==> config.mk <==
export PLATFORM = sky130hd
export DESIGN_NAME = c_align_expand
export DESIGN_NICKNAME = d
export VERILOG_FILES = /design/src/rtl/c_align_pkg.sv /design/src/rtl/c_align_expand_c_expand.sv /design/src/rtl/c_align_expand.sv
export SDC_FILE = /design/constraint.sdc
export NUM_CORES = 1
export LEC_CHECK = 0
export ABC_AREA = 1
export ABC_CLOCK_PERIOD_IN_PS = 7420
export CAP_MARGIN = 20
export CORE_MARGIN = 3
export CORE_UTILIZATION = 30
export DETAILED_ROUTE_END_ITERATION = 6
export PLACE_DENSITY = 0.53
export SYNTH_ARGS = -nofsm -noshare
export SYNTH_HDL_FRONTEND = slang
export SYNTH_HIERARCHICAL = 1
export SYNTH_SLANG_ARGS = --single-unit
export TNS_END_PERCENT = 50
==> constraint.sdc <==
create_clock -name clk -period 7.42 [get_ports clk]
set_clock_uncertainty 0.15 [all_clocks]
set_input_delay 0.742 -clock clk [delete_from_list [all_inputs] [get_ports clk]]
set_output_delay 0.742 -clock clk [all_outputs]
set_load 0.1 [all_outputs]
==> src/rtl/c_align_pkg.sv <==
// c_align_pkg: shared opcodes, RVC field enums and queue entry type for the fetch aligner
package c_align_pkg;
  localparam logic [6:0] OPC_LOAD   = 7'b0000011;
  localparam logic [6:0] OPC_STORE  = 7'b0100011;
  localparam logic [6:0] OPC_OP     = 7'b0110011;
  localparam logic [6:0] OPC_OP_IMM = 7'b0010011;
  localparam logic [6:0] OPC_BRANCH = 7'b1100011;
  localparam logic [6:0] OPC_JAL    = 7'b1101111;
  localparam logic [6:0] OPC_JALR   = 7'b1100111;
  localparam logic [6:0] OPC_LUI    = 7'b0110111;
  localparam logic [6:0] OPC_SYSTEM = 7'b1110011;
  typedef enum logic [1:0] {Q0 = 2'b00, Q1 = 2'b01, Q2 = 2'b10, Q3 = 2'b11} quad_e;
  typedef enum logic [2:0] {
    F3_000 = 3'b000, F3_001 = 3'b001, F3_010 = 3'b010, F3_011 = 3'b011,
    F3_100 = 3'b100, F3_101 = 3'b101, F3_110 = 3'b110, F3_111 = 3'b111
  } c_f3_e;
  typedef struct packed {
    logic        err;
    logic [15:0] hw;
  } q_entry_t;
endpackage

==> src/rtl/c_align_expand_c_expand.sv <==
// c_expand: combinational RV32C to RV32I expander with illegal-encoding detection
module c_expand
  import c_align_pkg::*;
(
  input  logic [15:0] c,
  output logic [31:0] inst,
  output logic        illegal
);
  logic [31:0] x;
  logic        ill;
  logic [4:0]  rd, rs2, rdp, rs1p;
  logic [11:0] imm6_sx, lw_off, lwsp_off, swsp_off, a16_imm;
  logic [9:0]  a4_imm;
  logic [20:0] j_off;
  logic [12:0] b_off;
  logic [2:0]  alu_f3;
  assign rd       = c[11:7];
  assign rs2      = c[6:2];
  assign rdp      = {2'b01, c[4:2]};
  assign rs1p     = {2'b01, c[9:7]};
  assign imm6_sx  = {{6{c[12]}}, c[12], c[6:2]};
  assign a4_imm   = {c[10:7], c[12:11], c[5], c[6], 2'b00};
  assign lw_off   = {5'b0, c[5], c[12:10], c[6], 2'b00};
  assign lwsp_off = {4'b0, c[3:2], c[12], c[6:4], 2'b00};
  assign swsp_off = {4'b0, c[8:7], c[12:9], 2'b00};
  assign a16_imm  = {{3{c[12]}}, c[4:3], c[5], c[2], c[6], 4'b0};
  assign j_off    = {{10{c[12]}}, c[8], c[10:9], c[6], c[7], c[2], c[11], c[5:3], 1'b0};
  assign b_off    = {{5{c[12]}}, c[6:5], c[2], c[11:10], c[4:3], 1'b0};
  assign alu_f3   = c[6:5] == 2'b00 ? 3'b000 : {1'b1, c[6], c[6] & c[5]};
  // decode by quadrant and funct3; ill flags reserved or illegal encodings
  always_comb begin
    x   = '0;
    ill = 1'b0;
    case (quad_e'(c[1:0]))
      Q0: case (c_f3_e'(c[15:13]))
        F3_000: begin
          x   = {2'b0, a4_imm, 5'd2, 3'b000, rdp, OPC_OP_IMM};
          ill = a4_imm == '0;
        end
        F3_010: x = {lw_off, rs1p, 3'b010, rdp, OPC_LOAD};
        F3_110: x = {lw_off[11:5], rdp, rs1p, 3'b010, lw_off[4:0], OPC_STORE};
        default: ill = 1'b1;
      endcase
      Q1: case (c_f3_e'(c[15:13]))
        F3_000: x = {imm6_sx, rd, 3'b000, rd, OPC_OP_IMM};
        F3_001: x = {j_off[20], j_off[10:1], j_off[11], j_off[19:12], 5'd1, OPC_JAL};
        F3_010: x = {imm6_sx, 5'd0, 3'b000, rd, OPC_OP_IMM};
        F3_011: begin
          x   = rd == 5'd2 ? {a16_imm, 5'd2, 3'b000, 5'd2, OPC_OP_IMM}
                           : {{14{c[12]}}, c[12], c[6:2], rd, OPC_LUI};
          ill = {c[12], c[6:2]} == '0;
        end
        F3_100: begin
          x   = c[11:10] == 2'b00 ? {7'b0, c[6:2], rs1p, 3'b101, rs1p, OPC_OP_IMM} :
                c[11:10] == 2'b01 ? {7'b0100000, c[6:2], rs1p, 3'b101, rs1p, OPC_OP_IMM} :
                c[11:10] == 2'b10 ? {imm6_sx, rs1p, 3'b111, rs1p, OPC_OP_IMM} :
                                    {1'b0, c[6:5] == 2'b00, 5'b0, rdp, rs1p, alu_f3, rs1p, OPC_OP};
          ill = c[12] && c[11:10] != 2'b10;
        end
        F3_101: x = {j_off[20], j_off[10:1], j_off[11], j_off[19:12], 5'd0, OPC_JAL};
        F3_110: x = {b_off[12], b_off[10:5], 5'd0, rs1p, 3'b000, b_off[4:1], b_off[11], OPC_BRANCH};
        default: x = {b_off[12], b_off[10:5], 5'd0, rs1p, 3'b001, b_off[4:1], b_off[11], OPC_BRANCH};
      endcase
      Q2: case (c_f3_e'(c[15:13]))
        F3_000: begin
          x   = {7'b0, c[6:2], rd, 3'b001, rd, OPC_OP_IMM};
          ill = c[12];
        end
        F3_010: begin
          x   = {lwsp_off, 5'd2, 3'b010, rd, OPC_LOAD};
          ill = rd == '0;
        end
        F3_100: begin
          x   = !c[12] ? (rs2 == '0 ? {12'b0, rd, 3'b000, 5'd0, OPC_JALR}
                                    : {7'b0, rs2, 5'd0, 3'b000, rd, OPC_OP}) :
                rs2 != '0 ? {7'b0, rs2, rd, 3'b000, rd, OPC_OP} :
                rd == '0  ? {12'd1, 13'b0, OPC_SYSTEM} :
                            {12'b0, rd, 3'b000, 5'd1, OPC_JALR};
          ill = !c[12] && rs2 == '0 && rd == '0;
        end
        F3_110: x = {swsp_off[11:5], rs2, 5'd2, 3'b010, swsp_off[4:0], OPC_STORE};
        default: ill = 1'b1;
      endcase
      default: ill = 1'b1;
    endcase
  end
  assign inst    = ill ? {16'h0, c} : x;
  assign illegal = ill;
endmodule

==> src/rtl/c_align_expand.sv <==
// c_align_expand: halfword fetch queue that aligns, expands and tags one instruction per cycle
module c_align_expand
  import c_align_pkg::*;
#(
  parameter int          FETCH_W  = 32,
  parameter int          DEPTH_HW = 8,
  parameter logic [31:0] RESET_PC = 32'h8000_0000
) (
  input  logic                      clk,
  input  logic                      rst,
  input  logic                      flush_i,
  input  logic [31:0]               flush_pc_i,
  input  logic                      fetch_valid_i,
  output logic                      fetch_ready_o,
  input  logic [FETCH_W-1:0]        fetch_data_i,
  input  logic                      fetch_err_i,
  output logic                      inst_valid_o,
  input  logic                      inst_ready_i,
  output logic [31:0]               inst_o,
  output logic [31:0]               inst_pc_o,
  output logic                      inst_comp_o,
  output logic                      inst_illegal_o,
  output logic                      inst_err_o,
  output logic [$clog2(DEPTH_HW):0] occupancy_o
);
  localparam int NHW = FETCH_W / 16;
  localparam int PW  = $clog2(DEPTH_HW);
  localparam int CW  = PW + 1;
  localparam int SKW = $clog2(FETCH_W / 8) - 1;
  q_entry_t       q [DEPTH_HW];
  q_entry_t       h0, h1;
  logic [PW-1:0]  rd_ptr, wr_ptr;
  logic [CW-1:0]  count, push_n, pop_n;
  logic [31:0]    pc, exp_inst;
  logic [SKW-1:0] skip;
  logic           armed, push, pop, is32, valid, exp_ill;
  assign h0            = q[rd_ptr];
  assign h1            = q[rd_ptr + PW'(1)];
  assign is32          = h0.hw[1:0] == 2'b11 && !h0.err;
  assign valid         = count >= (is32 ? CW'(2) : CW'(1));
  assign fetch_ready_o = CW'(DEPTH_HW) - count >= CW'(NHW);
  assign skip          = armed ? pc[SKW:1] : '0;
  assign push          = fetch_valid_i && fetch_ready_o && !flush_i && !rst;
  assign pop           = valid && inst_ready_i && !flush_i;
  assign push_n        = push ? CW'(NHW) - CW'(skip) : '0;
  assign pop_n         = pop ? (is32 ? CW'(2) : CW'(1)) : '0;
  c_expand u_expand (
    .c       (h0.hw),
    .inst    (exp_inst),
    .illegal (exp_ill)
  );
  // write the accepted halfwords, dropping the ones below the entry PC after a redirect
  always_ff @(posedge clk)
    for (int i = 0; i < NHW; i++)
      if (push && SKW'(i) >= skip)
        q[wr_ptr + PW'(i) - PW'(skip)] <= {fetch_err_i, fetch_data_i[16*i +: 16]};
  // pointers, occupancy and PC; reset and flush both restart the stream
  always_ff @(posedge clk)
    if (rst || flush_i) begin
      rd_ptr <= '0;
      wr_ptr <= '0;
      count  <= '0;
      armed  <= 1'b1;
      pc     <= rst ? RESET_PC : flush_pc_i & ~32'd1;
    end else begin
      wr_ptr <= wr_ptr + push_n[PW-1:0];
      rd_ptr <= rd_ptr + pop_n[PW-1:0];
      count  <= count + push_n - pop_n;
      if (push) armed <= 1'b0;
      if (pop) pc <= pc + (is32 ? 32'd4 : 32'd2);
    end
  assign inst_valid_o   = valid;
  assign inst_o         = is32 ? {h1.hw, h0.hw} : exp_inst;
  assign inst_pc_o      = pc;
  assign inst_comp_o    = !is32;
  assign inst_illegal_o = !is32 && exp_ill;
  assign inst_err_o     = h0.err || (is32 && h1.err);
  assign occupancy_o    = count;
endmodule

==> results.toml <==
[clock_network]
cts_buffers = 17
cts.sinks = 178
path_clk_slew_ns = 0.07
hold_buffers = 0
cts_buffer_depth = 2
clkLatencyLatePin_ns = 0.44
cts_setup_buffers = 0
cts_tree = "yes"
cts_resized = 0
cts_root_buf = "clkbuf_16"
htreeDepth = 4

[setup_path]
path_buf_inv = 4
cp_max_fo = 96
crit_path_end = "inst_o[22]"
setup.worst_path.start_class = "flip-flop"
r2r-end = "occupancy_o[2]"
max_stage_delay_ns = 0.68
timing_worst_setup_path_type = "flip-flop to output pin"
timing.rr.start = "rd_ptr[0]"
worstPathCellList = "inv_4 -> buf_4 -> o21ai_0 -> nand2_1 -> nand2_1 -> nand2_1 -> inv_1 -> nand2_1 -> nor2_1 -> nand3_1 -> nand3_1 -> nand2_1 -> nand2_2 -> a21oi_1 -> nand2_1 -> nand2_1 -> buf_4"
worstSetupEndpointType = "output pin"
crit_slowest_cell = "inv_4"
reg2reg_slack_ns = 2.04
cp_top_family = "buffers and inverters"
worst-path-stages = 17
rr_worst_depth = 18
crit_arrival_ns = 4.95
crit_path_start = "rd_ptr[0]"
cp_common_cell = "nand2_1"
cp.required_ns = 6.53

[global_routing]
grt_pass1_vias = 12700
antenna_found_initial = 1
grt_max_degree = 97
grtUsageTotal_pct = 20.7
grt_pass1_wl_mm = 75.7
grt.overflow.total = 0

[timing]
final-max-slew-violation-count = 0
rsz0062_at_grt = "false"
fin_crit_sh_pct = 78.7
setup_viol = 0
max-slew-margin-rel_pct = 28.9
tns_ns = 0
finalHoldViolCount = 0
max_slew.worst_pin.slew_ns = 1.06
period_needed_ns = 5.84
max_freq_mhz = 171

[drt]
drcViolationCount = 0
firstDrtPassIters = 5
routed_wl_mm = 49.7
wl_met1_mm = 22.1
met2WireLength_mm = 22.8
drtIter0Drc = 1062
vias = 13600
vias_per_cell = 5.05
top_layer = "met5"
avgRoutedWirePerCell_um = 18.4
dr_wl_met3_mm = 3.61
detail-route-antenna-nets = 0

[synth]
synth-main-ff-cell = "edfxtp_1"
synth_area_um2 = 13600
seq_area_frac_synth_pct = 38.6
synth-edff-count = 167
syn-num-nets = 2126
syn_area_per_cell_um2 = 6.68
async_flop_share_pct = 0
synth_area_leaders = "edfxtp_1 (37%), nand2_1 (22%), o21ai_0 (8.4%)"
synth_area_leader_cell = "edfxtp_1"
synth.distinct_cells = 43
yosysWarnings = 6
ys_seq_elements = 178
synth_top_cell_area_share_pct = 36.9
synth_cells = 2032

[power]
p_sw_mw = 1.38
total_power_mw = 3.28
p_sw_share_pct = 42.1
power.leakage_nw = 7.00
powerDensity_nw_per_um2 = 207
comb_power_share_pct = 36.3
seqPwrFrac_pct = 36.5
p_clk_share_pct = 27.2
vdd_drop_max_uv = 162
p_int_mw = 1.90

[layout]
finalNetCount = 2187
regArea_um2 = 5240
fillerInstances = 4729
multiInputGateArea_um2 = 7230
area_growth_pct = 16.6
drive_gt1_share_pct = 6.32
n_antenna_cell = 0

[floorplan]
start_util_pct = 30.6
die_h_um = 219
dieArea_um2 = 47800
fp-row-count = 77
coreArea_um2 = 44400
io_pins = 143
die_w_um = 219

[placed_design]
io_buffers = 140
dp_hpwl_mm = 34.5
gp_congestion = 0.925

[run_status]
outcome = "complete, no violations"

[job]
cap_violations = 0

[worst_hold_path]
hold_class = "flip-flop to flip-flop"
[kinds of logic (layout without fill, tap and decap cells)]
kind of cell    after synthesis  after routing  share of synthesized area, %
simple gates               1266           1266                          38.5
compound gates              285            285                          10.9
buf+inv                     261            335                          8.42
flops                       178            178                          38.6
fa+ha+maj                    24             24                          2.49
xor+xnor                     17             17                          1.10
other cells                   1              1                        0.0276
[power groups by stage]
stage	sequential (mW)	combinational, mW	clock (mW)
6_report	1.20	1.19	0.893
5_1_grt	1.20	1.28	0.954
4_1_cts	1.20	1.19	0.913
3_5_place_dp	1.22	1.19	0
3_3_place_gp	1.22	1.19	0
2_1_floorplan	1.37	0.722	0
[through the flow]
step	setup WS, ns	area, um2	util [%]	instances	hold slack [ns]
floorplan	1.32	13600	-	2032	0.269
global placement	2.02	15200	34.3	2665	0.280
detailed placement	1.97	15200	34.3	2665	0.284
CTS	1.60	15800	35.6	2697	0.302
global route	1.18	15800	35.6	2698	0.317
finish	1.58	15800	35.6	2698	0.299
[area by class of cell]
class | instances | area share (%)
Multi-Input combinational cell | 1593 | 45.7
Sequential cell | 178 | 33.1
Timing Repair Buffer | 167 | 9.65
Tap cell | 592 | 4.68
Inverter | 136 | 3.24
Clock buffer | 18 | 2.71
Clock inverter | 14 | 0.925
[worst reg2reg max path, stage by stage, from the launching register on]
cell	delay, ns
dfxtp_4	0.61
inv_4	0.42
nand2_1	0.18
nand3_1	0.11
nand2_1	0.10
nand2_1	0.06
nand2_2	0.47
nand3_4	0.61
ha_1	0.51
inv_1	0.04
nand2_1	0.04
a21oi_1	0.05
o21ai_0	0.27
nand3_1	0.22
nor2_1	0.29
fa_1	0.52
fa_1	0.44
xor2_1	0.13
nor2_1	0.05
[layer usage]
layer  GRT usage (%)  up-vias
met5               0        -
met3            3.28       79
met2            33.4      487
met1            28.5     6316
met4            6.83        2
li1                -     6741
[state kept, by name, summed over array words and instances, names as in the netlist]
register / count
inst_pc_o: 31
rd_ptr: 3
wr_ptr: 3
occupancy_o: 4
armed: 1
q: 136
[cells in the final DEF (no fill, tap or decap), types with 2 or more instances in the layout]
cell type,netlist,final
dfxtp_1,11,10
nand2_1,783,783
a21boi_0,2,2
fa_1,5,5
nand4_1,28,28
o21bai_1,4,4
a22o_1,3,3
clkinv_1,2,2
clkinvlp_4,0,3
ha_1,19,18
a21oi_2,2,2
a21oi_1,34,34
inv_6,0,4
or2_2,2,2
nor3_1,7,7
nor2_1,230,228
clkinv_4,0,3
nor2_4,5,5
inv_1,126,126
nand3_1,183,178
nor2_2,4,6
clkdlybuf4s50_1,0,106
o21ai_1,2,2
clkbuf_16,0,17
inv_2,7,7
edfxtp_1,167,167
nand3b_1,13,13
buf_4,7,60
nand2_2,7,7
o21ai_0,228,228
o22ai_1,5,5
nand3_2,1,6
xor2_1,9,9
o211ai_1,2,2
xnor2_1,8,8
[how the worst min path moves through the flow]
| stage | startpoint | to | slack (ns) | cells after the start |
|---|---|---|---|---|
| after floorplan | armed | armed | 0.27 | 2 |
| after global placement | armed | armed | 0.28 | 2 |
| after detailed placement | armed | armed | 0.28 | 2 |
| after CTS | armed | armed | 0.30 | 2 |
| after global routing | armed | armed | 0.32 | 2 |
| final | armed | armed | 0.30 | 2 |
[Yosys cell counts, types with 7 or more instances]
cell	count
nand3_1	183
a21oi_1	34
xnor2_1	8
inv_1	126
dfxtp_1	11
buf_4	7
clkbuf_1	49
ha_1	19
inv_2	7
buf_6	9
nand4_1	28
nand3b_1	13
nand2_1	783
nor2_1	230
nand2_2	7
clkbuf_2	16
nor3_1	7
buf_2	37
buf_1	7
o21ai_0	228
edfxtp_1	167
xor2_1	9
No activity file was read; power rests on OpenSTA's default activity.
==> RTL change (same settings) <==
Change the parameter `FETCH_W` from 32 to 64.
--- a/src/rtl/c_align_expand.sv
+++ b/src/rtl/c_align_expand.sv
@@ -3,5 +3,5 @@
   import c_align_pkg::*;
 #(
-  parameter int          FETCH_W  = 32,
+  parameter int          FETCH_W  = 64,
   parameter int          DEPTH_HW = 8,
   parameter logic [31:0] RESET_PC = 32'h8000_0000
Interface: changed (resized fetch_data_i); port bits go from 143 to 175. The function was not compared with the original's and may differ.
==> RTL change against the original RTL <==
  * Cell area increased by 23%
  * Total power increased by 18%
  * Cell count increased by 31%
  * Sequential cell count unchanged
  * Routed wire length increased by 51%
  * Area after synthesis increased by 24%
  * Setup slack got worse by 0.37 ns
==> RTL change: results (changes against the original RTL) <==
grt_pass1_wl_um: 110900  # +47%
layout-drive-gt1-share: 0.06491  # +0.001759
syn_avg_cell_area_um2: 6.197  # -7.2%
synthAdderAreaFrac: 0.02273  # -0.002159
place_congestion: 0.9264  # +0.13%
synth_common_cells: "977 x nand2_1, 319 x o21ai_0, 221 x nand3_1, 217 x a21oi_1, 201 x nor2_1"
post_drt_wl_per_cell_um: 21.28  # +15%
synthXorXnorAreaFrac: 0.006760  # -0.004210
grt_max_degree: 180  # +86%
synth_compound_area_frac: 0.1873  # +0.07811
power_leakage_nw: 8.226  # +17%
synth_nets: 2847  # +34%
hpwl_um: 53680  # +56%
track_usage: 0.2453  # +0.03791
synth_cell_types: 49  # +14%
path_max_fanout: 38  # -60%
vias: 19095  # +40%
status: "finished, final reports clean"
port_buffers: 172  # +23%
postPlaceCellArea_mm2: 0.01889  # +24%
dr.pass1.iters: 6  # +1
slew_headroom: 0.2373  # -0.05150
n_fill_cell: 6023  # +27%
arrival_ns: 5.32  # +0.37 ns
fin_nets: 2889  # +32%
grt_pass1_vias: 17291  # +36%
sw_frac_of_total: 0.4724  # +0.05169
routed_wl_um: 74990  # +51%
ys_seq_area_frac: 0.3108  # -0.07489
==> RTL change: logic make-up after synthesis <==
kind of cell	after synthesis
compound gates	607
xor+xnor	13
fa+ha+maj	27
buf+inv	393
flops	178
other cells	1
simple gates	1499
==> RTL change: area by class of cell <==
class | count | share of cell area
inverter | 205 | 0.03949
multi-input combinational | 2147 | 0.5117
tap | 748 | 0.04803
timing repair buffer | 211 | 0.1021
sequential | 178 | 0.2689
antenna | 3 | 0.0003852
clock buffer | 18 | 0.02202
clock inverter | 14 | 0.007448
==> RTL change: metal layers <==
metal | GRT usage | vias up | wire (um)
li1 | - | 9038 | -
met1 | 0.3662 | 8871 | 34370
met2 | 0.3633 | 1061 | 31920
met3 | 0.03148 | 125 | 6542
met4 | 0.08172 | 0 | 2154
met5 | 0 | - | 0
==> RTL change: power groups by stage <==
stage / Clock [mW] / Sequential (mW) / Combinational [mW]
2_1_floorplan: 0 / 1.43 / 1.02
3_3_place_gp: 0 / 1.27 / 1.68
3_5_place_dp: 0 / 1.28 / 1.69
4_1_cts: 0.910 / 1.25 / 1.70
5_1_grt: 0.953 / 1.26 / 1.83
6_report: 0.887 / 1.25 / 1.72
==> RTL change: worst max-delay path, delay by kind of cell (launching register included) <==
family	cells	cell delay [ns]
simple gates	10	1.60
flops	1	0.85
buf+inv	6	2.15
compound gates	2	0.24
==> RTL change: worst paths after layout <==
path	to	startpoint	slack, ns	cells past startpoint
worst min-delay path	armed$_SDFFE_PN1P_	armed$_SDFFE_PN1P_	0.37	2
worst max-delay path	inst_o[11]	rd_ptr[1]$_SDFF_PN0_	1.21	18
worst max register to register	occupancy_o[3]$_SDFF_PN0_	rd_ptr[1]$_SDFF_PN0_	1.87	19
worst min register to register	armed$_SDFFE_PN1P_	armed$_SDFFE_PN1P_	0.37	2
==> RTL change: through the flow <==
step                power (mW)    util  setup WS [ns]
global placement         2.956  0.3404          1.646
floorplan                2.452       -          2.590
CTS                      3.861  0.3519          1.248
detailed placement       2.968  0.3416          1.744
global route             4.047  0.3523         0.8557
finish                   3.861  0.3523          1.206
